## config.mk

```make
export PLATFORM = sky130hd
export DESIGN_NAME = png_score_counter
export DESIGN_NICKNAME = d
export VERILOG_FILES = /design/src/rtl/png_score_pkg.sv /design/src/rtl/png_bcd_digit.sv /design/src/rtl/png_score_counter.sv
export SDC_FILE = /design/constraint.sdc
export NUM_CORES = 1
export LEC_CHECK = 0
export CAP_MARGIN = 10
export CELL_PAD_IN_SITES_DETAIL_PLACEMENT = 1
export CELL_PAD_IN_SITES_GLOBAL_PLACEMENT = 2
export CORE_MARGIN = 2
export CORE_UTILIZATION = 25
export DETAILED_ROUTE_END_ITERATION = 7
export PLACE_DENSITY_LB_ADDON = 0.1
export REMOVE_ABC_BUFFERS = 1
export SLEW_MARGIN = 20
export SYNTH_ARGS = -nofsm -noshare
export SYNTH_HDL_FRONTEND = slang
export SYNTH_HIERARCHICAL = 1
export SYNTH_SLANG_ARGS = --single-unit
```

## constraint.sdc

```tcl
create_clock -name clk -period 2.1 [get_ports clk]
set_input_delay 0.315 -clock clk [delete_from_list [all_inputs] [get_ports clk]]
set_output_delay 0.315 -clock clk [all_outputs]
set_load 0.05 [all_outputs]
```

## src/rtl/png_score_pkg.sv

```systemverilog
// Shared types, 7-segment patterns and the WIN_SCORE legality check for the
// Pong score counter. Segment vectors are active-high, bit order g..a.
package png_score_pkg;

  typedef logic [3:0] bcd_t;

  localparam logic [6:0] SEG_0     = 7'b0111111;
  localparam logic [6:0] SEG_1     = 7'b0000110;
  localparam logic [6:0] SEG_2     = 7'b1011011;
  localparam logic [6:0] SEG_3     = 7'b1001111;
  localparam logic [6:0] SEG_4     = 7'b1100110;
  localparam logic [6:0] SEG_5     = 7'b1101101;
  localparam logic [6:0] SEG_6     = 7'b1111101;
  localparam logic [6:0] SEG_7     = 7'b0000111;
  localparam logic [6:0] SEG_8     = 7'b1111111;
  localparam logic [6:0] SEG_9     = 7'b1101111;
  localparam logic [6:0] SEG_BLANK = 7'b0000000;

  // The tens digit is a single bit, so anything past 19 cannot be displayed.
  function automatic bit win_score_legal(input int w);
    return (w >= 1) && (w <= 19);
  endfunction

  function automatic logic [6:0] seg_of(input bcd_t d);
    logic [6:0] s;
    case (d)
      4'd0:    s = SEG_0;
      4'd1:    s = SEG_1;
      4'd2:    s = SEG_2;
      4'd3:    s = SEG_3;
      4'd4:    s = SEG_4;
      4'd5:    s = SEG_5;
      4'd6:    s = SEG_6;
      4'd7:    s = SEG_7;
      4'd8:    s = SEG_8;
      4'd9:    s = SEG_9;
      default: s = SEG_BLANK;
    endcase
    return s;
  endfunction

endpackage

```

## src/rtl/png_bcd_digit.sv

```systemverilog
// Synchronous decade counter: increment enable, active-low synchronous clear,
// combinational carry when incrementing from 9. Exposes its next value too.
module png_bcd_digit
  import png_score_pkg::*;
(
  input  logic clk,
  input  logic _clr,
  input  logic inc,
  output bcd_t digit,
  output bcd_t digit_nxt,
  output logic carry
);

  assign carry = inc && (digit == 4'd9);

  always_comb begin
    digit_nxt = digit;
    if (!_clr)
      digit_nxt = '0;
    else if (inc)
      digit_nxt = carry ? 4'd0 : digit + 4'd1;
  end

  always_ff @(posedge clk)
    digit <= digit_nxt;

endmodule

```

## src/rtl/png_score_counter.sv

```systemverilog
// Per-player Pong score counter: BCD units digit plus one tens bit, game-over
// flag and point pulse. Optional segment outputs when PNG_SCORE_SEG_EN is defined.
module png_score_counter
  import png_score_pkg::*;
#(
  parameter int WIN_SCORE = 11
) (
  input  logic       clk,
  input  logic       _reset,
  input  logic       _clr,
  input  logic       _miss,
  output logic [3:0] units,
  output logic       tens,
  output logic       stop_g,
  output logic       score_pulse
`ifdef PNG_SCORE_SEG_EN
  ,
  output logic [6:0] seg_u,
  output logic [6:0] seg_t
`endif
);

  if (!win_score_legal(WIN_SCORE)) begin : g_bad_win_score
    $error("png_score_counter: WIN_SCORE must be in 1..19");
  end

  localparam logic [4:0] WIN = 5'(WIN_SCORE);

  logic       miss_q;
  logic       clear_n;
  logic       inc;
  logic       carry;
  logic       tens_nxt;
  bcd_t       units_nxt;
  logic [4:0] score_nxt;

  assign clear_n = _reset & _clr;
  // Falling edge of _miss; points are dropped once the game is over.
  assign inc     = miss_q && !_miss && !stop_g;

  png_bcd_digit u_units (
    .clk       (clk),
    ._clr      (clear_n),
    .inc       (inc),
    .digit     (units),
    .digit_nxt (units_nxt),
    .carry     (carry)
  );

  always_comb begin
    tens_nxt = tens;
    if (!clear_n)
      tens_nxt = 1'b0;
    else if (carry)
      tens_nxt = 1'b1;
  end

  assign score_nxt = {1'b0, units_nxt} + (tens_nxt ? 5'd10 : 5'd0);

  // Reset parks miss_q high so a _miss already low at release counts as a point.
  always_ff @(posedge clk) begin
    if (!_reset)
      miss_q <= 1'b1;
    else
      miss_q <= _miss;
  end

  always_ff @(posedge clk) begin
    if (!clear_n) begin
      tens        <= 1'b0;
      stop_g      <= 1'b0;
      score_pulse <= 1'b0;
    end else begin
      tens        <= tens_nxt;
      stop_g      <= (score_nxt == WIN);
      score_pulse <= inc;
    end
  end

`ifdef PNG_SCORE_SEG_EN
  always_ff @(posedge clk) begin
    seg_u <= seg_of(units_nxt);
    seg_t <= tens_nxt ? SEG_1 : SEG_BLANK;
  end
`endif

endmodule
```

==> flow_summary_export.csv <==
group,metric,value,unit
status,outcome,"complete, no violations",
cells_and_area,fin_nets,75,
cts,postCtsHoldBufs,0,
setup_path,cp_slowest_cell,"dfxtp_1",
power,swShare,23.1,%
floorplan,num_rows,14,
timing,tightest_slew,515,ps
setup_path,reg2reg_depth,11,
setup_path,critPathMaxFanout,3,
worst_hold_path,hold_end,"miss_q",
power,seq_power_share,50.1,%
floorplan,start_util,26.3,%
synth,synth.top_cells.by_count,"8 x dfxtp_1, 6 x nor2_1, 5 x ha_1",
power,leakage,0.000267,uW
global_route,antenna_found_initial,0,
synth,ys_top_cells_by_area,"dfxtp_1 41%, ha_1 16%, nor2_1 5.8%",
routing,routedWlPerCell,11.7,microns
global_route,grt_pass1_wl,1660,microns
power,pwr-share-comb,12.3,%
floorplan,die_area,1880,sq um
synth,ys_types,19,
setup_path,cp-start-kind,"flop",
global_route,grt_max_degree,5,
global_route,grt_usage,12.3,%
setup_path,arrival,2070,ps
routing,wl,938,microns
setup_path,crit_chain,"inv_1 -> ha_1 -> nand4b_1 -> inv_1 -> nor2_1 -> nor2_1 -> buf_4 -> buf_4 -> ha_1 -> mux2i_2 -> nor3_1",
setup_path,worstPathBufferInverterCount,4,
worst_hold_path,hp-start,"_miss",
routing,vias_per_cell,4.36,
setup_path,r2r_end,"stop_g",
timing,clock.fmax,518,MHz
synth,synth-seq-cells,8,
synth,yosys_warnings,6,
setup_path,r2r_start,"u_units/digit[1]",
cts,cts_buffer_depth,2,
cts,cts_root_buf,"clkbuf_4",
setup_path,crit_start,"u_units/digit[1]",
floorplan,core-area,1470,sq um
cts,clk_latency,250,ps
synth,synth_ff_type,"dfxtp_1",
setup_path,slowest_delay,330,ps
timing,fin_crit,1930,ps
cts,cts_sinks,8,
floorplan,die_w,43.3,microns
synth,syn-cell-area,387,sq um
cts,path_clk_slew,60,ps
timing,rsz0062_at_grt,"false",
timing,post-route-period-util,91.9,%
setup_path,crit_required,2240,ps
cells_and_area,stdcell_count,80,
synth,yosys.area.top_type,"dfxtp_1",
setup_path,critical_path_class,"reg -> reg",
synth,ys_async_sr_fraction,0,%
power,p_switching,71.8,uW
cts,tritoncts,"built",
global_route,grt.overflow.total,0,
cts,cts_made_buffers,3,
timing,hold_violations,0,
cells_and_area,layout-drive-gt1-share,29.7,%
synth,synthCells,41,
place,dpl.hpwl,787,microns
synth,synth_top_area_share,41.4,%
cts,h-tree-depth,1,
power,clockPowerShare,37.7,%
synth,synth-seq-area-share,41.4,%
timing,setup_viol,0,
routing,first_pass_iters,3,
cells_and_area,final_cell_area,626,sq um
setup_path,path_delay_family,"adder cells",
place,io_buffers,10,
routing,drc,0,
power,power_density,497,nW/um^2
synth,yosysMostFrequentCell,"dfxtp_1",
timing,slew_violations,0,
global_route,grt_pass1_vias,367,
timing,finClkSkew,0.345,ps
routing,final_antenna_net_count,0,
synth,synth_edf_count,0,
routing,drt_iter0_drc,7,
job,max-cap-violations,0,
floorplan,boundaryPins,11,
worst_hold_path,worstHoldPathCells,2,
synth,synth.avg_cell_area,9.43,sq um
floorplan,fp.dieH,43.3,microns
setup_path,end_kind,"flop",
setup_path,r2r_slack,170,ps
cells_and_area,fin_util,42.5,%
timing,slew-limit-headroom,65.6,%
place,dpl.cell_count,75,
cells_and_area,area_growth,61.8,%
place,preCtsSetupSlack,-349,ps
place,placed_area,567,sq um
power,peakVddDrop,0.273,mV
place,gp_congestion,0.684,
routing,vias,349,
worst_hold_path,hp-class,"in -> reg",
timing,postLayoutSetupSlackWorst,170,ps
power,p_int,239,uW
cells_and_area,diodes,0,
==> worst max-delay path by stage <==
stage | endpoint | slack [ps] | cells after the start
after floorplan | stop_g | -50 | 9
after global placement | stop_g | -250 | 10
after detailed placement | stop_g | -350 | 10
after CTS | stop_g | 130 | 10
after global routing | stop_g | 7 | 11
final | stop_g | 170 | 11
==> cell usage in the layout (no fill, tap or decap) <==
cell type / count
a21boi_2: 1
a21oi_1: 1
buf_4: 10
clkbuf_4: 3
clkdlybuf4s50_1: 9
dfxtp_1: 8
dlygate4sd2_1: 1
ha_1: 3
ha_2: 1
ha_4: 1
inv_1: 3
mux2i_2: 1
nand2_1: 3
nand2b_1: 2
nand3_1: 1
nand3b_1: 1
nand4_1: 1
nand4b_1: 1
nor2_1: 6
nor2_2: 1
nor2b_1: 1
nor3_1: 1
nor3b_2: 1
xnor2_1: 1
xor2_1: 2
==> sequential cells by signal (all words and copies together), names as in the netlist <==
| name | flops |
|---|---|
| tens | 1 |
| miss_q | 1 |
| u_units/digit | 4 |
| stop_g | 1 |
| score_pulse | 1 |
==> metal layers <==
| layer | wire length [microns] | share of wire, % | track usage, % |
|---|---|---|---|
| met5 | 0 | 0 | 0 |
| met4 | 5 | 0.53 | 5.45 |
| met3 | 22 | 2.3 | 2.55 |
| met2 | 458 | 49 | 18.8 |
| met1 | 452 | 48 | 16.5 |
==> power by group through the flow <==
stage	Combinational (uW)	Sequential, uW	Clock (uW)
after floorplan	11.1	167	0
final	38.2	156	117
after global placement	37.5	159	0
after CTS	38.2	156	124
after global routing	41.2	156	128
after detailed placement	38.7	159	0
==> cell families after synthesis <==
| family | synth area share (%) |
|---|---|
| compound gates | 3.24 |
| simple gates | 26.9 |
| xor+xnor | 6.80 |
| flops | 41.4 |
| mux | 2.59 |
| buf+inv | 2.91 |
| fa+ha+maj | 16.2 |
==> repair_timing <==
item	CTS	global route
resized for setup	3	3
endpoints found under the setup margin	1	1
gates cloned	0	0
endpoints found under the hold margin	0	0
buffers inserted	2	0
pin swaps	5	7
==> worst reg2reg max path, delay by kind of cell (launching register included) <==
| kind | cells | cell delay [ps] |
|---|---|---|
| mux | 1 | 220 |
| fa+ha+maj | 2 | 480 |
| simple gates | 4 | 440 |
| flops | 1 | 330 |
| buf+inv | 4 | 350 |
==> final cells by class <==
type                            count  area [sq um]
Fill cell                         178           846
Inverter                            3          11.3
Sequential cell                     8           160
Clock buffer                        3          22.5
Tap cell                           16          20.0
Timing Repair Buffer               20           174
Multi-Input combinational cell     30           238
==> stage by stage <==
step	power, uW	setup TNS, ps	hold slack (ps)
after floorplan	178	-49.9	388
after global routing	325	0	444
final	311	0	425
after global placement	196	-246	579
after detailed placement	198	-349	593
after CTS	317	0	425
(Power assumes the default switching activity.)
